===== config.mk =====
export PLATFORM = sky130hd
export DESIGN_NAME = lw_sha_digest_reader
export DESIGN_NICKNAME = d
export VERILOG_FILES = /design/src/rtl/lw_sha_pkg.sv /design/src/rtl/lw_sha_word_unmask.sv /design/src/rtl/lw_sha_digest_reader.sv
export SDC_FILE = /design/constraint.sdc
export NUM_CORES = 1
export LEC_CHECK = 0
export ABC_AREA = 1
export CAP_MARGIN = 20
export CORE_MARGIN = 10
export CORE_UTILIZATION = 56
export CTS_CLUSTER_DIAMETER = 50
export CTS_CLUSTER_SIZE = 24
export DETAILED_ROUTE_END_ITERATION = 6
export GPL_TIMING_DRIVEN = 0
export PLACE_DENSITY = 0.9
export SLEW_MARGIN = 20
export SYNTH_ARGS = -nofsm -noshare
export SYNTH_HDL_FRONTEND = slang
export SYNTH_HIERARCHICAL = 1
export SYNTH_SLANG_ARGS = --single-unit

===== constraint.sdc =====
create_clock -name clk -period 5.2 [get_ports clk]
set_input_delay 0.52 -clock clk [delete_from_list [all_inputs] [get_ports clk]]
set_output_delay 0.52 -clock clk [all_outputs]
set_load 0.05 [all_outputs]

===== src/rtl/lw_sha_pkg.sv =====
// Shared SHA digest types, word rotate helpers and reader FSM encoding.
// LW_SHA_DIGEST_ZEROIZE_EN selects slot zeroization in the reader.
package lw_sha_pkg;

  localparam int WORD_SIZE = 32;
  localparam int ROT_W     = $clog2(WORD_SIZE);

  typedef logic [WORD_SIZE-1:0] word_t;
  typedef logic [ROT_W-1:0]     rot_t;

  typedef logic [0:0] rd_state_t;
  localparam rd_state_t ST_IDLE   = 1'b0;
  localparam rd_state_t ST_STREAM = 1'b1;

  // Doubling the word keeps rot=0 an identity without a full-width shift.
  function automatic word_t rol(input word_t w, input rot_t r);
    logic [2*WORD_SIZE-1:0] d;
    d = {w, w} << r;
    return d[2*WORD_SIZE-1:WORD_SIZE];
  endfunction

  function automatic word_t ror(input word_t w, input rot_t r);
    logic [2*WORD_SIZE-1:0] d;
    d = {w, w} >> r;
    return d[WORD_SIZE-1:0];
  endfunction

endpackage


===== src/rtl/lw_sha_word_unmask.sv =====
// Combinational unmask of one digest slot: rol(word, rot).
// Used by lw_sha_digest_reader.
module lw_sha_word_unmask
  import lw_sha_pkg::*;
#(
  parameter int W  = WORD_SIZE,
  parameter int RW = ROT_W
) (
  input  logic [W-1:0]  word_i,
  input  logic [RW-1:0] rot_i,
  output logic [W-1:0]  word_o
);

  logic [2*W-1:0] dbl;

  always_comb begin
    dbl    = {word_i, word_i} << rot_i;
    word_o = dbl[2*W-1:W];
  end

endmodule


===== src/rtl/lw_sha_digest_reader.sv =====
// Streams masked SHA state words out unmasked over a valid/ready port.
// Define LW_SHA_DIGEST_ZEROIZE_EN to scrub slots with rnd_i as they drain.
module lw_sha_digest_reader #(
  parameter int WORD_SIZE = 32,
  parameter int NUM_WORDS = 8,
  parameter int ROT_W     = $clog2(WORD_SIZE)
) (
  input  logic                                clk,
  input  logic                                rst_n,
  input  logic                                load_i,
  input  logic                                mode224_i,
  input  logic [NUM_WORDS*(ROT_W+WORD_SIZE)-1:0] state_i,
  input  logic [WORD_SIZE+ROT_W-1:0]          rnd_i,
  output logic [WORD_SIZE-1:0]                dout_o,
  output logic                                dout_valid_o,
  input  logic                                dout_ready_i,
  output logic                                dout_last_o,
  output logic                                busy_o,
  output logic                                done_o
);

  localparam int SW = WORD_SIZE + ROT_W;
  localparam int CW = (NUM_WORDS > 8) ? $clog2(NUM_WORDS) : 3;
  localparam logic [CW-1:0] LAST_FULL = CW'(NUM_WORDS - 1);
  localparam logic [CW-1:0] LAST_224  = CW'(6);

  lw_sha_pkg::rd_state_t state_q;
  logic [CW-1:0]  cnt_q;
  logic           m224_q;
  logic           done_q;
  logic [SW-1:0]  slot_q [NUM_WORDS];
  logic [SW-1:0]  cur;
  logic [WORD_SIZE-1:0] plain;
  logic           busy;
  logic           last;
  logic           xfer;

  assign cur  = slot_q[cnt_q];
  assign busy = (state_q == lw_sha_pkg::ST_STREAM);
  assign last = busy & (cnt_q == (m224_q ? LAST_224 : LAST_FULL));
  assign xfer = busy & dout_ready_i;

  lw_sha_word_unmask #(
    .W  (WORD_SIZE),
    .RW (ROT_W)
  ) u_unmask (
    .word_i (cur[WORD_SIZE-1:0]),
    .rot_i  (cur[SW-1:WORD_SIZE]),
    .word_o (plain)
  );

  assign dout_o       = busy ? plain : '0;
  assign dout_valid_o = busy;
  assign dout_last_o  = last;
  assign busy_o       = busy;
  assign done_o       = done_q;

`ifndef LW_SHA_DIGEST_ZEROIZE_EN
  logic unused_rnd;
  assign unused_rnd = ^rnd_i;
`endif

  always_ff @(posedge clk or negedge rst_n) begin
    if (!rst_n) begin
      state_q <= lw_sha_pkg::ST_IDLE;
      cnt_q   <= '0;
      m224_q  <= 1'b0;
      done_q  <= 1'b0;
      for (int i = 0; i < NUM_WORDS; i++)
        slot_q[i] <= '0;
    end else begin
      done_q <= xfer & last;
      unique case (1'b1)
        !busy: begin
          if (load_i) begin
            state_q <= lw_sha_pkg::ST_STREAM;
            cnt_q   <= '0;
            m224_q  <= mode224_i;
            for (int i = 0; i < NUM_WORDS; i++)
              slot_q[i] <= state_i[i*SW +: SW];
          end
        end
        busy: begin
          if (xfer) begin
            if (last) begin
              state_q <= lw_sha_pkg::ST_IDLE;
              cnt_q   <= '0;
            end else begin
              cnt_q <= cnt_q + 1'b1;
            end
`ifdef LW_SHA_DIGEST_ZEROIZE_EN
            slot_q[cnt_q] <= rnd_i;
            if (last)
              for (int i = 0; i < NUM_WORDS; i++)
                slot_q[i] <= rnd_i;
`endif
          end
        end
        default: ;
      endcase
    end
  end

endmodule


### Word level (Yosys, flattened, before mapping)

Cells that the tools add are included.
W data, S select, Z words.

* add/subtract/negate cells: 1
* order comparisons: 1
* equality and inequality tests: 3
* shift operators: 1
* mux-type cells: 13
* bitwise gates (word level): 5
* reduce and logical (&&, ||, !) cells: 3

Operator list (count)
* $bmux W37 S3: 1
* $mux W37: 2
* $shl A64 B5 Y64: 1
* $mux W32: 1
* $mux W3: 3
* $pmux W3 S2: 1
* $ge A4 B4 Y1 const B: 1
* $mux W1: 4
* $not A3 Y4: 1
* $reduce_and A2 Y1: 2
* $add A3 B1 Y3 const B: 1
* $and A1 B1 Y1: 3
* $eq A3 B3 Y1: 1
* $ne A2 B1 Y1 const B: 1
* $ne A2 B2 Y1 const B: 1
* $pmux W1 S2: 1
* $logic_not A1 Y1: 1
* $not A1 Y1: 1

* register bits after elaboration: 302
* bits of input ports: 338
* output and inout port bits: 36
* word-level logic and storage cells: 39

### Longest topological paths before layout

* word-level depth: 6
* depth in mapped cells: 20
* gate-level depth less buffers: 15

### By module

The synthesis kept the hierarchy.

Modules (own cells, without submodules)
* lw_sha_digest_reader: instances 1, cells each 2044, area each 15011.9 um^2, seq. area each 7557.2 um^2
* lw_sha_word_unmask: instances 1, cells each 392, area each 2583.7 um^2, seq. area each 0.0 um^2

### Worst setup path after synthesis

Ideal clock, no wire load.

* path kind: register to output
* start: register cnt_q[0]
* end: output port dout_o[13]
* data arrival time: 2.256 ns
* required time: 4.680 ns
* path slack: 2.424 ns
* cell stages (with the launch flop): 21
* buffers on the path: 5
* cell sequence: dfrtp_1 -> buf_4 -> inv_4 -> buf_6 -> buf_6 -> nand2_1 -> nand3_1 -> nand2_1 -> nand2_1 -> nand2_1 -> buf_6 -> inv_8 -> buf_12 -> nand2_4 -> nand3_2 -> nand3_1 -> nand3_1 -> nand3_1 -> nand2_1 -> nand2_1 -> inv_1

* longest elaborated chain between the ends: 6

Ends and longest elaborated chain
* from (decl): line lw_sha_digest_reader.sv:28 `logic [CW-1:0] cnt_q;`
* from (signal assigned): line lw_sha_digest_reader.sv:89 `cnt_q <= cnt_q + 1'b1;`
* $not A3 Y4 (implied by the code): line lw_sha_digest_reader.sv:38 `assign cur = slot_q[cnt_q];`
* $bmux W37 S3: line lw_sha_digest_reader.sv:38
* $mux W37 (implied by the code) (2 in a row): line lw_sha_digest_reader.sv:38
* via cur[32]: line lw_sha_digest_reader.sv:32 `logic [SW-1:0] cur;`
* $shl A64 B5 Y64: line lw_sha_word_unmask.sv:17 `dbl = {word_i, word_i} << rot_i;`
* via plain[13]: line lw_sha_digest_reader.sv:33 `logic [WORD_SIZE-1:0] plain;`
* $mux W32: line lw_sha_digest_reader.sv:52 `assign dout_o = busy ? plain : '0;`
* to (decl): line lw_sha_digest_reader.sv:14 `output logic [WORD_SIZE-1:0] dout_o,`

The timed path passes the listed nets, and every way through them passes these cells. The select of a mux whose other input is x is not followed.

### Final worst setup path

* start: register cnt_q[1]
* end: output port dout_o[16]

The elaborated chain is that of the path after synthesis.

==> impl_metrics.env <==
export IMPL_status="finished, final reports clean"
export IMPL_period_minus_slack_ps=4880
export IMPL_critPathKind="flip-flop to primary output"
export IMPL_instances_no_fill=3228
export IMPL_synth_edf_count=0
export IMPL_yosysMostFrequentCell="nand2_1"
export IMPL_grt_pass1_wl_um=104000
export IMPL_rsz0062_at_grt="false"
export IMPL_die_height_um=197
export IMPL_slew_headroom=0.560
export IMPL_holdWs_ps=480
export IMPL_dp_hpwl_um=52100
export IMPL_reg2reg_to="slot_q[180]"
export IMPL_area_growth_pct=28.7
export IMPL_cp_max_fo=10
export IMPL_io_buffers=336
export IMPL_setup_viol=0
export IMPL_endpoint_kind="primary output"
export IMPL_hold_start="state_i[173]"
export IMPL_top_usage_layer="met2"
export IMPL_synth_warnings=6
export IMPL_synth_area_leader_cell="dfrtp_1"
export IMPL_cts_made_buffers=30
export IMPL_critPathLaunchType="flip-flop"
export IMPL_drt_drc_violations_left=0
export IMPL_syn_num_nets=2775
export IMPL_synth_seq_cells=302
export IMPL_num_io_pins=374
export IMPL_drt_initial_drc_count=2069
export IMPL_min_to="slot_q[136]"
export IMPL_post_drt_wl_per_cell_um=20.7
export IMPL_synthTopCellsByArea="dfrtp_1 43%, nand2_1 19%, nand3_1 9.2%"
export IMPL_min_delay_path_class="primary input to flip-flop"
export IMPL_finalWorstSetupSlack_ps=322
export IMPL_vias=18300
export IMPL_worstSkewPairLatency_ps=600
export IMPL_chipWidth_um=197
export IMPL_post_route_period_util=0.938
export IMPL_grt_overflow=0
export IMPL_clock_skew_ps=34.9
export IMPL_reg2reg_from="busy_o"
export IMPL_nFillCells=2317
export IMPL_reg2regPathDepth=5
export IMPL_synth_seq_area_share=0.429
export IMPL_antenna_found_initial=2
export IMPL_regToRegSetupSlack_ps=3450
export IMPL_required_ps=4680
export IMPL_clkTransAtPathRegs_ps=70
export IMPL_htreeDepth=1
export IMPL_synth_distinct_cells=21
export IMPL_hold_depth=3
export IMPL_cts_root_buf="clkbuf_16"
export IMPL_avgSynthCellArea_um2=7.22
export IMPL_ys_flop_type="dfrtp_1"
export IMPL_netlist_instances=2436
export IMPL_utilization=0.734
export IMPL_cts_tree="yes"
export IMPL_viasPerCell=5.66
export IMPL_postSynth_asyncResetShare=1.00
export IMPL_grt_usage=0.341
export IMPL_slew_viol_final=0
export IMPL_grt_util_met1=0.426
export IMPL_nets=3147
export IMPL_fmax_mhz=205
export IMPL_syn_cell_area_um2=17600
export IMPL_core_um2=30800
export IMPL_grt_max_degree=84
export IMPL_synthTopCellsByCount="888 x nand2_1, 336 x inv_1, 322 x nand3_1"
export IMPL_pre_cts_ws_ps=1080
export IMPL_synth_top_area_frac=0.429
export IMPL_drive_gt1_frac=0.113
export IMPL_dr_pass1_iters=5
export IMPL_hold_viol=0
export IMPL_clock_path_buffers=3
export IMPL_clock_sinks=302
export IMPL_postRouteWirelength_um=66700
export IMPL_grt_util_met3=0.0879
export IMPL_num_rows=64
export IMPL_drv_cap=0
export IMPL_initial_core_util=0.571
export IMPL_placed_cells=3171
export IMPL_met2_usage=0.551
export IMPL_arrival_ps=4360
export IMPL_tightest_slew_ps=660
export IMPL_globalplace_congestion=1.03
export IMPL_die_area_um2=38900
export IMPL_first_global_vias=18700
export IMPL_drt_antenna_violating_nets=0
## worst max path at each step
stage / from / endpoint / slack (ps) / cells after the start
floorplan: cnt_q[0] / dout_o[13] / 2420 / 20
global placement: rst_n / slot_q[47] / -8940 / 1
detailed placement: cnt_q[1] / dout_o[9] / 1080 / 16
CTS: cnt_q[1] / dout_o[9] / 480 / 16
global route: cnt_q[1] / dout_o[15] / 120 / 16
finish: cnt_q[1] / dout_o[16] / 320 / 16
## state kept, by name, summed over array words and instances (netlist names)
| name | count |
|---|---|
| slot_q | 296 |
| done_o | 1 |
| m224_q | 1 |
| cnt_q | 3 |
| busy_o | 1 |
## per-stage QoR
stage | setup TNS [ps] | area (um^2)
after detailed placement | 0 | 21500
final | 0 | 22600
after global placement | -2682980 | 21500
after global routing | 0 | 22600
after CTS | 0 | 22600
after floorplan | 0 | 17600
## cell type report
type	count	area (um^2)	area share
Sequential cell	302	7560	0.334
Clock buffer	35	810	0.0357
Inverter	342	1300	0.0572
Multi-Input combinational cell	1630	7680	0.339
Antenna cell	2	5.00	0.000221
Timing Repair Buffer	340	3460	0.153
Tap cell	396	495	0.0219
Buffer	162	1060	0.0467
Clock inverter	19	278	0.0123
## critical path, stage by stage, from the launching register on
cell and delay [ps]:
dfrtp_1 500, inv_2 110, buf_2 280, buf_2 290, nand3_1 130, nand2_1 80
nand2_1 90, nand2_1 150, clkbuf_1 340, inv_1 170, clkbuf_1 300, nand3_1 210
nand3_1 90, nand2_1 80, nand2_1 60, inv_1 70, clkdlybuf4s50_1 800
## layout by cell type, fill, tap and decap left out, types with 2 or more instances in the layout
master,count
buf_1,2
buf_12,3
buf_16,3
buf_2,75
buf_4,44
buf_6,19
bufinv_16,4
clkbuf_1,20
clkbuf_16,30
clkbuf_8,4
clkdlybuf4s50_1,335
clkinv_2,2
clkinv_4,2
dfrtp_1,302
diode_2,2
inv_1,336
inv_2,3
inv_4,2
inv_6,7
inv_8,3
nand2_1,888
nand2_4,30
nand3_1,322
nand3_2,85
nor2_1,4
o21ai_0,297
## per-layer routing
layer | part of all wire | wire length (um) | up-vias
li1 | - | - | 8325
met3 | 0.11 | 7190 | 210
met2 | 0.46 | 30900 | 1153
met4 | 0.047 | 3140 | 0
met5 | 0 | 0 | -
met1 | 0.38 | 25500 | 8576
## kinds of logic after synthesis
logic type | after synthesis | share of synthesized area
adders and majority gates | 1 | 0.000711
buffers and inverters | 504 | 0.134
xor gates and xnor gates | 1 | 0.000498
AOI/OAI and AO/OA | 298 | 0.0849
and+or+nand+nor | 1330 | 0.351
DFF | 302 | 0.429
## what timing repair did
item                                   4_1_cts  5_1_grt
setup endpoints to repair                    0        0
hold buffers                                 1        0
buffers inserted                             0        0
gates resized for setup                      0        0
endpoints found under the hold margin       77        0
Power is left out: the tool's default activity adds up to more than one toggle a clock period on the data nets, which glitch-free logic cannot reach.
